--- src/rtl/m_rb_stage.sv ---
// ---------------------------------------------------------------------------
// m_rb_stage
// MEM -> RB (memory to register-writeback) pipeline stage register.
// This stage sits between the memory stage and the register-file writeback
// mux. It supports valid/ready flow control, flush, x0 write suppression and
// an optional two-entry skid buffer.
//
// Parameters
//   XLEN    : width of imm, mem_rdata, alu_result and pc
//   REG_AW  : register address width (rd, rs1, rs2)
//   WBSEL_W : width of the writeback-select field
//   SKID    : 1 = two-entry skid buffer, registered in_ready
//             0 = single register, in_ready combinational on out_ready
//
// Ports
//   clk, rst          : clock; synchronous active-high reset
//   flush             : squash all held entries and the incoming entry
//   in_valid/in_ready : MEM-side handshake
//   in_*              : MEM-side payload
//   out_valid/out_ready : RB-side handshake
//   out_*             : payload of the head entry
//   out_rd_wen        : qualified write enable (never set for x0)
//   occupancy         : number of held entries (0..2)
// ---------------------------------------------------------------------------
module m_rb_stage #(
    parameter int XLEN    = 32,
    parameter int REG_AW  = 5,
    parameter int WBSEL_W = 2,
    parameter int SKID    = 1
) (
    input  logic               clk,
    input  logic               rst,
    input  logic               flush,

    input  logic               in_valid,
    output logic               in_ready,
    input  logic [WBSEL_W-1:0] in_wbsel,
    input  logic               in_rd_wen,
    input  logic [XLEN-1:0]    in_imm,
    input  logic [XLEN-1:0]    in_mem_rdata,
    input  logic [XLEN-1:0]    in_alu_result,
    input  logic [XLEN-1:0]    in_pc,
    input  logic [REG_AW-1:0]  in_rd_waddr,
    input  logic [REG_AW-1:0]  in_rs1_raddr,
    input  logic [REG_AW-1:0]  in_rs2_raddr,

    output logic               out_valid,
    input  logic               out_ready,
    output logic [WBSEL_W-1:0] out_wbsel,
    output logic               out_rd_wen,
    output logic [XLEN-1:0]    out_imm,
    output logic [XLEN-1:0]    out_mem_rdata,
    output logic [XLEN-1:0]    out_alu_result,
    output logic [XLEN-1:0]    out_pc,
    output logic [REG_AW-1:0]  out_rd_waddr,
    output logic [REG_AW-1:0]  out_rs1_raddr,
    output logic [REG_AW-1:0]  out_rs2_raddr,

    output logic [1:0]         occupancy
);

    localparam int   PW      = WBSEL_W + 1 + 4 * XLEN + 3 * REG_AW;
    localparam logic SKID_EN = (SKID != 0);

    // Entry state: main drives the outputs, skid holds the overflow entry.
    logic          r_main_valid;
    logic          r_skid_valid;
    logic [PW-1:0] r_main_pl;
    logic [PW-1:0] r_skid_pl;

    logic          w_in_ready;
    logic          w_accept;
    logic          w_xfer;
    logic          w_load_main;
    logic          w_load_skid;
    logic          w_skid_move;
    logic          w_main_wen;
    logic [PW-1:0] w_in_pl;

    assign w_in_pl = {in_wbsel, in_rd_wen, in_imm, in_mem_rdata, in_alu_result,
                      in_pc, in_rd_waddr, in_rs1_raddr, in_rs2_raddr};

    generate
        if (SKID_EN) begin : g_skid_ready
            // Registered ready: while the skid entry is empty, one more
            // entry can always be absorbed, whatever out_ready does.
            assign w_in_ready = !r_skid_valid;
        end else begin : g_plain_ready
            assign w_in_ready = !r_main_valid || out_ready;
        end
    endgenerate

    assign w_accept = in_valid && w_in_ready && !flush;
    assign w_xfer   = r_main_valid && out_ready;

    // When the skid entry is full, in_ready is low. Because of that, a skid
    // move and an accept never happen in the same cycle.
    assign w_skid_move = SKID_EN && w_xfer && r_skid_valid && !flush;
    assign w_load_main = w_accept && (!r_main_valid || w_xfer);
    assign w_load_skid = SKID_EN && w_accept && r_main_valid && !w_xfer;

    always_ff @(posedge clk) begin
        if (rst) begin
            r_main_valid <= 1'b0;
            r_skid_valid <= 1'b0;
            r_main_pl    <= '0;
            r_skid_pl    <= '0;
        end else begin
            if (flush) begin
                r_main_valid <= 1'b0;
            end else if (w_load_main || w_skid_move) begin
                r_main_valid <= 1'b1;
            end else if (w_xfer) begin
                r_main_valid <= 1'b0;
            end

            if (flush) begin
                r_skid_valid <= 1'b0;
            end else if (w_load_skid) begin
                r_skid_valid <= 1'b1;
            end else if (w_skid_move) begin
                r_skid_valid <= 1'b0;
            end

            // Payload only moves with an entry; liveness lives in the valid bits.
            if (w_skid_move) begin
                r_main_pl <= r_skid_pl;
            end else if (w_load_main) begin
                r_main_pl <= w_in_pl;
            end

            if (w_load_skid) begin
                r_skid_pl <= w_in_pl;
            end
        end
    end

    assign {out_wbsel, w_main_wen, out_imm, out_mem_rdata, out_alu_result,
            out_pc, out_rd_waddr, out_rs1_raddr, out_rs2_raddr} = r_main_pl;

    assign in_ready   = w_in_ready;
    assign out_valid  = r_main_valid;
    // x0 is hardwired to zero, so a write to it is dropped here.
    assign out_rd_wen = r_main_valid && w_main_wen && (out_rd_waddr != '0);
    assign occupancy  = {1'b0, r_main_valid} + {1'b0, r_skid_valid};

endmodule

--- config.mk ---
export PLATFORM = sky130hd
export DESIGN_NAME = m_rb_stage
export DESIGN_NICKNAME = d
export VERILOG_FILES = /design/src/rtl/m_rb_stage.sv
export SDC_FILE = /design/constraint.sdc
export NUM_CORES = 1
export LEC_CHECK = 0
export ABC_AREA = 1
export ABC_CLOCK_PERIOD_IN_PS = 1250
export CAP_MARGIN = 25
export CORE_MARGIN = 2
export CORE_UTILIZATION = 47
export CTS_CLUSTER_DIAMETER = 200
export DETAILED_ROUTE_END_ITERATION = 8
export PLACE_DENSITY = 0.78
export SLEW_MARGIN = 20
export SYNTH_ARGS = -nofsm -noshare
export SYNTH_HDL_FRONTEND = slang
export SYNTH_SLANG_ARGS = --single-unit
--- constraint.sdc ---
create_clock -name clk -period 1.25 [get_ports clk]
set_clock_uncertainty 0.1 [all_clocks]
set_input_delay 0.25 -clock clk [delete_from_list [all_inputs] [get_ports clk]]
set_output_delay 0.25 -clock clk [all_outputs]
set_load 0.005 [all_outputs]
==> flow_metrics.py, run 1 <==
metrics = {
    "setup_path": {
        "rr_endpoint": "r_main_pl[93]",
        "crit_path_end_kind": "flip-flop",
        "critPathRequiredTime_ns": 1.57,
        "r2r_slack_ns": -0.87,
        "path_max_fanout": 7,
        "critical_path_class": "flip-flop to flip-flop",
        "arrival_ns": 2.43,
        "r2r.worst_path.cells": 10,
        "r2r-start": "r_skid_valid",
        "worst_setup_path_start_kind": "flip-flop",
    },
    "clock_network": {
        "htree_levels": 1,
        "cts_tree": "done",
        "clk_path_buf_depth": 3,
        "worst_skew_pair.late_latency_ns": 0.57,
        "postCtsHoldBufs": 0,
        "cts.sink_count": 294,
        "root_buffer": "sky130_fd_sc_hd__clkbuf_16",
        "tritoncts.num_buffers": 31,
        "cts.reportedPaths.clkPinSlew_ns": 0.06,
    },
    "timing": {
        "number_of_max_slew_violations_in_the_final_report": 0,
        "finalHoldViolations": 0,
        "highest_attainable_clock_frequency_ghz": 0.472,
        "timing.max_slew.rel_slack_pct": 70.9,
        "period_needed_ns": 2.12,
        "worstMarginPinSlew_ns": 0.437,
        "rsz0062_at_grt": "true",
        "final_critical_path_setup_slack_ns": -0.866,
        "setup_violations": 444,
        "fin_crit_sh_pct": 169,
    },
    "power": {
        "p_per_area_mw_per_mm2": 1040,
        "power.leakage_nw": 9.87,
        "worst_ir_drop_vdd_mv": 1.04,
    },
    "grt": {
        "global_route.overflow_total": 0,
        "gr-usage-all-layers_pct": 28.2,
        "initial_antenna_violation_count": 5,
        "pin_count_of_the_biggest_net_entering_global_routing": 67,
        "number_of_global_route_vias_before_repair": 14000,
        "global_route_wire_length_before_repair_mm": 72.4,
    },
    "min_path": {
        "timing.hold.worst_path_depth": 3,
        "worstHoldEndpoint": "r_skid_pl[126]",
        "hp-start": "in_imm[15]",
        "min_path_type": "input pin to flip-flop",
    },
    "floorplan": {
        "dieHeight_um": 179,
        "design.core.area_mm2": 0.0304,
        "io_pins": 301,
        "chipWidth_um": 179,
        "std_cell_rows": 64,
        "die_area_mm2": 0.0322,
        "initial_utilization_pct": 47.5,
    },
    "outcome": {
        "failed_checks": "setup timing",
        "outcome": "finished, violations left",
    },
    "place": {
        "place_area_mm2": 0.0171,
        "post-place-ws_ns": -0.725,
        "routabilityCongestion": 0.849,
        "place.detailed.hpwl_mm": 25.4,
        "buffer_ports.inserted": 300,
    },
    "yosys": {
        "synth.net_count": 2382,
        "post_synth_instance_area_mm2": 0.0145,
        "postSynthCellCount": 2230,
        "synth_seq_cells": 294,
        "synth_top_cell_by_area": "sky130_fd_sc_hd__dfxtp_1",
        "ys_types": 17,
        "synthesis.area_per_instance_um2": 6.48,
        "synth_top_cells_by_area": "sky130_fd_sc_hd__dfxtp_1 41%, sky130_fd_sc_hd__nor2_1 15%, sky130_fd_sc_hd__nand2_1 11%, sky130_fd_sc_hd__nand3_1 10%, sky130_fd_sc_hd__buf_4 8.3%",
        "synthArstFlopShare_pct": 0,
        "yosysWarningCount": 0,
        "ys_dominant_reg_cell": "sky130_fd_sc_hd__dfxtp_1",
        "yosysSeqAreaShare_pct": 40.7,
        "netlist.area_leader.share_pct": 40.7,
        "synth_enable_flop_cells": 0,
    },
    "detailed_routing": {
        "drt-wirelength-per-cell_um": 21.5,
        "detail_route.wirelength_mm": 62.0,
        "dr_total_vias": 16500,
        "drtAntennaViolNets": 0,
        "drtIter0Drc": 1843,
        "drt_first_pass_iters": 9,
        "route.detailed.vias_per_inst": 5.72,
        "remaining_drc_errors": 0,
    },
    "cells_and_area": {
        "post-route-cell-area_mm2": 0.0222,
        "post_route_cells_drive_above_1_share_pct": 34.5,
        "num-nets-final": 2614,
        "most-common-layout-cells": "414 x sky130_fd_sc_hd__nor2_1, 359 x sky130_fd_sc_hd__nand2_1, 260 x sky130_fd_sc_hd__nand3_1",
        "final_common_cell": "sky130_fd_sc_hd__nor2_1",
        "area_delta_synth_final_pct": 53.3,
    },
    "run": {
        "cap_violations": 0,
    },
}
area by class of cell:
| class | count | area (µm²) |
|---|---|---|
| multi-input cells | 1478 | 7750 |
| clock buffers | 43 | 871 |
| well taps | 396 | 495 |
| repair inverters | 6 | 110 |
| diodes | 3 | 7.51 |
| inverters | 155 | 659 |
| repair buffers | 496 | 6060 |
| clock inverters | 13 | 129 |
| fillers | 2056 | 8270 |
| flip-flops and latches | 294 | 6070 |
registers in the layout (all words and copies together) (netlist names):
register	count
out_valid	1
r_main_pl	146
r_skid_pl	146
r_skid_valid	1
critical path, cell delays in order (launching register included):
cell and delay (ns):
sky130_fd_sc_hd__dfxtp_4 0.39, sky130_fd_sc_hd__inv_4 0.05, sky130_fd_sc_hd__nor2_4 0.16, sky130_fd_sc_hd__buf_6 0.16, sky130_fd_sc_hd__buf_12 0.14, sky130_fd_sc_hd__buf_12 0.14, sky130_fd_sc_hd__buf_16 0.15, sky130_fd_sc_hd__nand3_1 0.12
sky130_fd_sc_hd__nand2_2 0.11, sky130_fd_sc_hd__nor2_4 0.06, sky130_fd_sc_hd__nor2_2 0.37
report_power, final:
part / leakage (nW) / internal, mW / switching, mW
sequential: 2.45 / 9.80 / 0.251
combinational: 6.94 / 1.78 / 1.98
clock: 0.483 / 5.26 / 3.99
kinds of logic (layout without fill, tap and decap cells):
| kind of cell | count (synthesis) | in the layout | share of synthesized area, % |
|---|---|---|---|
| compound gates | 148 | 148 | 5.14 |
| fa+ha+maj | 1 | 1 | 0.0865 |
| buf+inv | 460 | 713 | 16.9 |
| flops | 294 | 294 | 40.7 |
| other cells | 0 | 3 | 0 |
| simple gates | 1327 | 1329 | 37.1 |
layer usage:
metal	vias to the layer above	global-route usage, %	routed length (µm)
met5	-	0	80
met4	6	11.5	3960
met3	358	6.50	8010
met2	1233	48.9	28300
met1	7644	33.7	21600
li1	7243	-	-
how the worst max path moves through the flow:
stage / startpoint / cells past startpoint / slack [ns] / end
global route: r_skid_valid / 10 / -0.84 / r_main_pl[93]
global placement: flush / 8 / -0.67 / r_main_pl[106]
floorplan: r_skid_valid / 9 / -0.06 / r_main_pl[0]
finish: r_skid_valid / 10 / -0.87 / r_main_pl[93]
detailed placement: flush / 8 / -0.73 / r_main_pl[106]
CTS: r_main_pl[14] / 5 / -0.53 / out_rd_wen
synthesized netlist by cell type (2+ instances only):
cell,number
sky130_fd_sc_hd__nand3_1,295
sky130_fd_sc_hd__nor2_1,586
sky130_fd_sc_hd__buf_2,100
sky130_fd_sc_hd__dfxtp_1,294
sky130_fd_sc_hd__buf_4,159
sky130_fd_sc_hd__nand2_1,442
sky130_fd_sc_hd__o21ai_1,4
sky130_fd_sc_hd__inv_2,2
sky130_fd_sc_hd__o21ai_0,143
sky130_fd_sc_hd__clkbuf_1,46
sky130_fd_sc_hd__inv_1,153
through the flow:
| stage | instances | util [%] | hold slack, ns | TNS (ns) | power [mW] |
|---|---|---|---|---|---|
| 2_1_floorplan | 2230 | - | 0.295 | -8.52 | 11.8 |
| 5_1_grt | 2883 | 72.8 | 0.244 | -150.74 | 23.7 |
| 4_1_cts | 2801 | 62.8 | 0.213 | -122.74 | 22.2 |
| 6_report | 2884 | 72.8 | 0.222 | -133.47 | 23.1 |
| 3_3_place_gp | 2697 | 56.1 | 0.362 | -184.65 | 13.0 |
| 3_5_place_dp | 2697 | 56.1 | 0.373 | -195.69 | 13.1 |
what timing repair did:
action	CTS	global route
buffers inserted	21	36
pin swaps	32	99
setup endpoints to repair	443	444
gates cloned	27	57
gates resized for setup	885	493
Power figures use the tool's default switching activity.
==> run 2: changes to the inputs <==
--- a/config.mk
+++ b/config.mk
@@ -6,7 +6,6 @@
 export NUM_CORES = 1
 export LEC_CHECK = 0
 export ABC_AREA = 1
-export ABC_CLOCK_PERIOD_IN_PS = 1250
 export CAP_MARGIN = 25
 export CORE_MARGIN = 2
 export CORE_UTILIZATION = 47
==> results of run 2 <==
No change in the layout: final DEF, timing and power equal those of run 1.
==> run 3: changes to the inputs <==
--- a/config.mk
+++ b/config.mk
@@ -5,11 +5,10 @@
 export SDC_FILE = /design/constraint.sdc
 export NUM_CORES = 1
 export LEC_CHECK = 0
-export ABC_AREA = 1
 export CAP_MARGIN = 25
 export CORE_MARGIN = 2
 export CORE_UTILIZATION = 47
-export CTS_CLUSTER_DIAMETER = 200
+export CTS_CLUSTER_DIAMETER = 100
 export DETAILED_ROUTE_END_ITERATION = 8
 export PLACE_DENSITY = 0.78
 export SLEW_MARGIN = 20
==> run 3 against run 2 <==
The flow still finishes with violations (setup timing). Non-clock buffer count increased by 87. Register-to-register slack improved by 0.08 ns. Final cell count decreased by 18%. First-iteration DRC count decreased by 0.38%. Sequential power about the same. Total power increased by 6.8%. Highest routed layer is now met4. Combinational power increased by 25%. Core utilization increased by 6.7 points. Design area increased by 9.2%.
==> flow_metrics.py, run 3 <==
metrics = {
    "grt": {
        "initial_antenna_violation_count": 3,
        "global_route.overflow_total": 0,
        "global_route_wire_length_before_repair_mm": 76.9,
        "pin_count_of_the_biggest_net_entering_global_routing": 61,
        "gr-usage-all-layers_pct": 30.0,
        "number_of_global_route_vias_before_repair": 14100,
    },
    "power": {
        "power.leakage_nw": 8.69,
        "p_per_area_mw_per_mm2": 1020,
        "total_power_mw": 24.6,
        "worst_ir_drop_vdd_mv": 1.03,
    },
    "floorplan": {
        "chipWidth_um": 179,
        "dieHeight_um": 179,
        "design.core.area_mm2": 0.0304,
        "die_area_mm2": 0.0321,
        "io_pins": 301,
        "initial_utilization_pct": 47.5,
        "std_cell_rows": 64,
    },
    "timing": {
        "finalHoldViolations": 0,
        "finalHoldWorstSlack_ns": 0.121,
        "rsz0062_at_grt": "true",
        "worstMarginPinSlew_ns": 0.639,
        "highest_attainable_clock_frequency_ghz": 0.482,
        "final_critical_path_setup_slack_ns": -0.827,
        "timing.max_slew.rel_slack_pct": 57.4,
        "period_needed_ns": 2.08,
        "setup_violations": 444,
        "number_of_max_slew_violations_in_the_final_report": 0,
        "fin_crit_sh_pct": 166,
    },
    "detailed_routing": {
        "drtIter0Drc": 1836,
        "drtAntennaViolNets": 0,
        "route.detailed.vias_per_inst": 6.87,
        "drt-wirelength-per-cell_um": 30.1,
        "remaining_drc_errors": 0,
        "m1WireLength_mm": 24.3,
        "detail_route.wirelength_mm": 71.4,
        "route.met2.wl_mm": 32.7,
        "top_layer": "met4",
        "met3RoutedLength_mm": 8.57,
        "dr_total_vias": 16300,
        "drt_first_pass_iters": 7,
    },
    "place": {
        "buffer_ports.inserted": 300,
        "post-place-ws_ns": -0.760,
        "routabilityCongestion": 0.830,
        "place.detailed.hpwl_mm": 28.3,
    },
    "setup_path": {
        "critPathRequiredTime_ns": 0.90,
        "worst_setup_path_start_kind": "flip-flop",
        "crit_path_end_kind": "output pin",
        "arrival_ns": 1.73,
        "timing.critical_path.slowest_cell_delay_ns": 0.38,
        "cp_cell_sequence": "or3_1 > o311a_1 > buf_2",
        "critical_path_class": "flip-flop to output pin",
        "crit_slowest_cell": "sky130_fd_sc_hd__or3_1",
        "path_max_fanout": 2,
        "critPathBufInv": 1,
        "kind_of_cell_with_the_highest_combined_delay_on_the_critical_path": "simple AND/OR/NAND/NOR gates",
    },
    "yosys": {
        "yosysSeqAreaShare_pct": 40.8,
        "ys_types": 25,
        "synth.net_count": 1825,
        "netlist.area_leader.share_pct": 40.8,
        "synth_top_cells_by_area": "sky130_fd_sc_hd__dfxtp_1 41%, sky130_fd_sc_hd__a311oi_2 15%, sky130_fd_sc_hd__buf_4 7.9%, sky130_fd_sc_hd__nand2_1 7.6%, sky130_fd_sc_hd__a31oi_1 6.3%",
        "synth_enable_flop_cells": 0,
        "ys_dominant_reg_cell": "sky130_fd_sc_hd__dfxtp_1",
        "synthArstFlopShare_pct": 0,
        "post_synth_most_frequent_cells": "294 x sky130_fd_sc_hd__dfxtp_1, 294 x sky130_fd_sc_hd__nand2_1, 151 x sky130_fd_sc_hd__buf_4",
        "postSynthCellCount": 1673,
        "synth_top_cell_by_area": "sky130_fd_sc_hd__dfxtp_1",
        "yosysWarningCount": 0,
        "synth_seq_cells": 294,
        "post_synth_instance_area_mm2": 0.0144,
        "synthesis.area_per_instance_um2": 8.63,
    },
    "cells_and_area": {
        "layout.core_utilization_pct": 79.5,
        "reg_area_mm2": 0.00607,
        "multi_input_area_mm2": 0.00936,
        "nFillCells": 1533,
        "reg_top3": "r_main_pl (146), r_skid_pl (146)",
        "most-common-layout-cells": "240 x sky130_fd_sc_hd__nand2_1, 148 x sky130_fd_sc_hd__clkdlybuf4s50_1, 148 x sky130_fd_sc_hd__dfxtp_1",
        "final_common_cell": "sky130_fd_sc_hd__nand2_1",
        "num-nets-final": 2106,
        "post_route_cells_drive_above_1_share_pct": 58.1,
        "area_delta_synth_final_pct": 67.6,
    },
    "clock_network": {
        "cts_tree": "done",
        "root_buffer": "sky130_fd_sc_hd__clkbuf_16",
        "tritoncts.num_buffers": 30,
        "clk_path_buf_depth": 3,
        "htree_levels": 1,
        "cts.sink_count": 294,
        "worst_skew_pair.late_latency_ns": 0.57,
        "cts.reportedPaths.clkPinSlew_ns": 0.07,
    },
    "outcome": {
        "failed_checks": "setup timing",
        "outcome": "finished, violations left",
    },
    "run": {
        "cap_violations": 0,
    },
    "min_path": {
        "min_path_type": "input pin to flip-flop",
    },
}
## run 3: changes by cell type in the layout (fill, tap and decap cells not counted), sizes merged, moves of 11 or more
cell	before	now
nand2	445	294
nand3	296	147
clkbuf	84	95
nor2	587	0
buf	304	382
inv	156	3
a21oi	0	146
a311oi	0	146
a31oi	0	146
## run 3: worst paths after layout
| check | from | end | slack [ns] | cells past startpoint |
|---|---|---|---|---|
| max reg2reg | out_valid | r_main_pl[75] | -0.79 | 5 |
| max | r_main_pl[11] | out_rd_wen | -0.83 | 3 |
| min reg2reg | r_skid_pl[145] | r_skid_pl[145] | 0.37 | 2 |
| min | out_ready | r_skid_pl[145] | 0.12 | 4 |
## run 3: cell type report
type / count / area share, %
Clock buffer: 44 / 3.74
Tap cell: 396 / 2.05
Inverter: 3 / 0.0672
Timing Repair Buffer: 583 / 29.8
Clock inverter: 10 / 0.533
Sequential cell: 294 / 25.1
Multi-Input combinational cell: 1042 / 38.7
Antenna cell: 3 / 0.0310
## run 3: logic make-up (layout without fill, tap and decap cells)
kind of cell	after synthesis	after routing	share of synthesized area, %
AO/OA/AOI/OAI	587	587	31.5
AND/OR/NAND/NOR	448	452	13.2
buffers and inverters	342	640	14.3
flip-flops	294	294	40.8
adder cells (fa/ha/maj)	1	1	0.0866
multiplexers	1	2	0.104
other	0	3	0
## run 3: worst reg2reg max path: cells and delay by family, from the launching register on
kind,cells,cell delay (ns)
buffers and inverters,2,0.33
AND/OR/NAND/NOR,2,0.64
AO/OA/AOI/OAI,1,0.46
flip-flops,1,0.38
## run 3: layer usage
layer  up-vias  track usage (%)
li1       6579                -
met1      7837             38.5
met2      1408             49.0
met3       481             4.98
met4         0             14.4
met5         -                0
## run 3: per-stage QoR
step / std cells / TNS (ns) / instance area (µm²)
final: 2375 / -181.46 / 24200
after global routing: 2375 / -192.46 / 24200
after CTS: 2283 / -153.44 / 20000
after detailed placement: 2158 / -208.44 / 17700
after global placement: 2158 / -201.59 / 17700
after floorplan: 1673 / -44.10 / 14700
## run 3: where the power goes
group / total [mW] / internal [mW] / switching [mW]
registers: 10.1 / 9.78 / 0.339
clock network: 9.79 / 5.60 / 4.19
logic: 4.71 / 2.29 / 2.42
total: 24.6 / 17.7 / 6.95
## run 3: what timing repair did
| item | CTS | global route |
|---|---|---|
| setup endpoints to repair | 444 | 444 |
| cloned | 23 | 66 |
| buffers inserted | 47 | 36 |
| hold endpoints to repair | 14 | 0 |
| resized for setup | 880 | 598 |
| hold buffers | 2 | 0 |
| pin swaps | 20 | 209 |
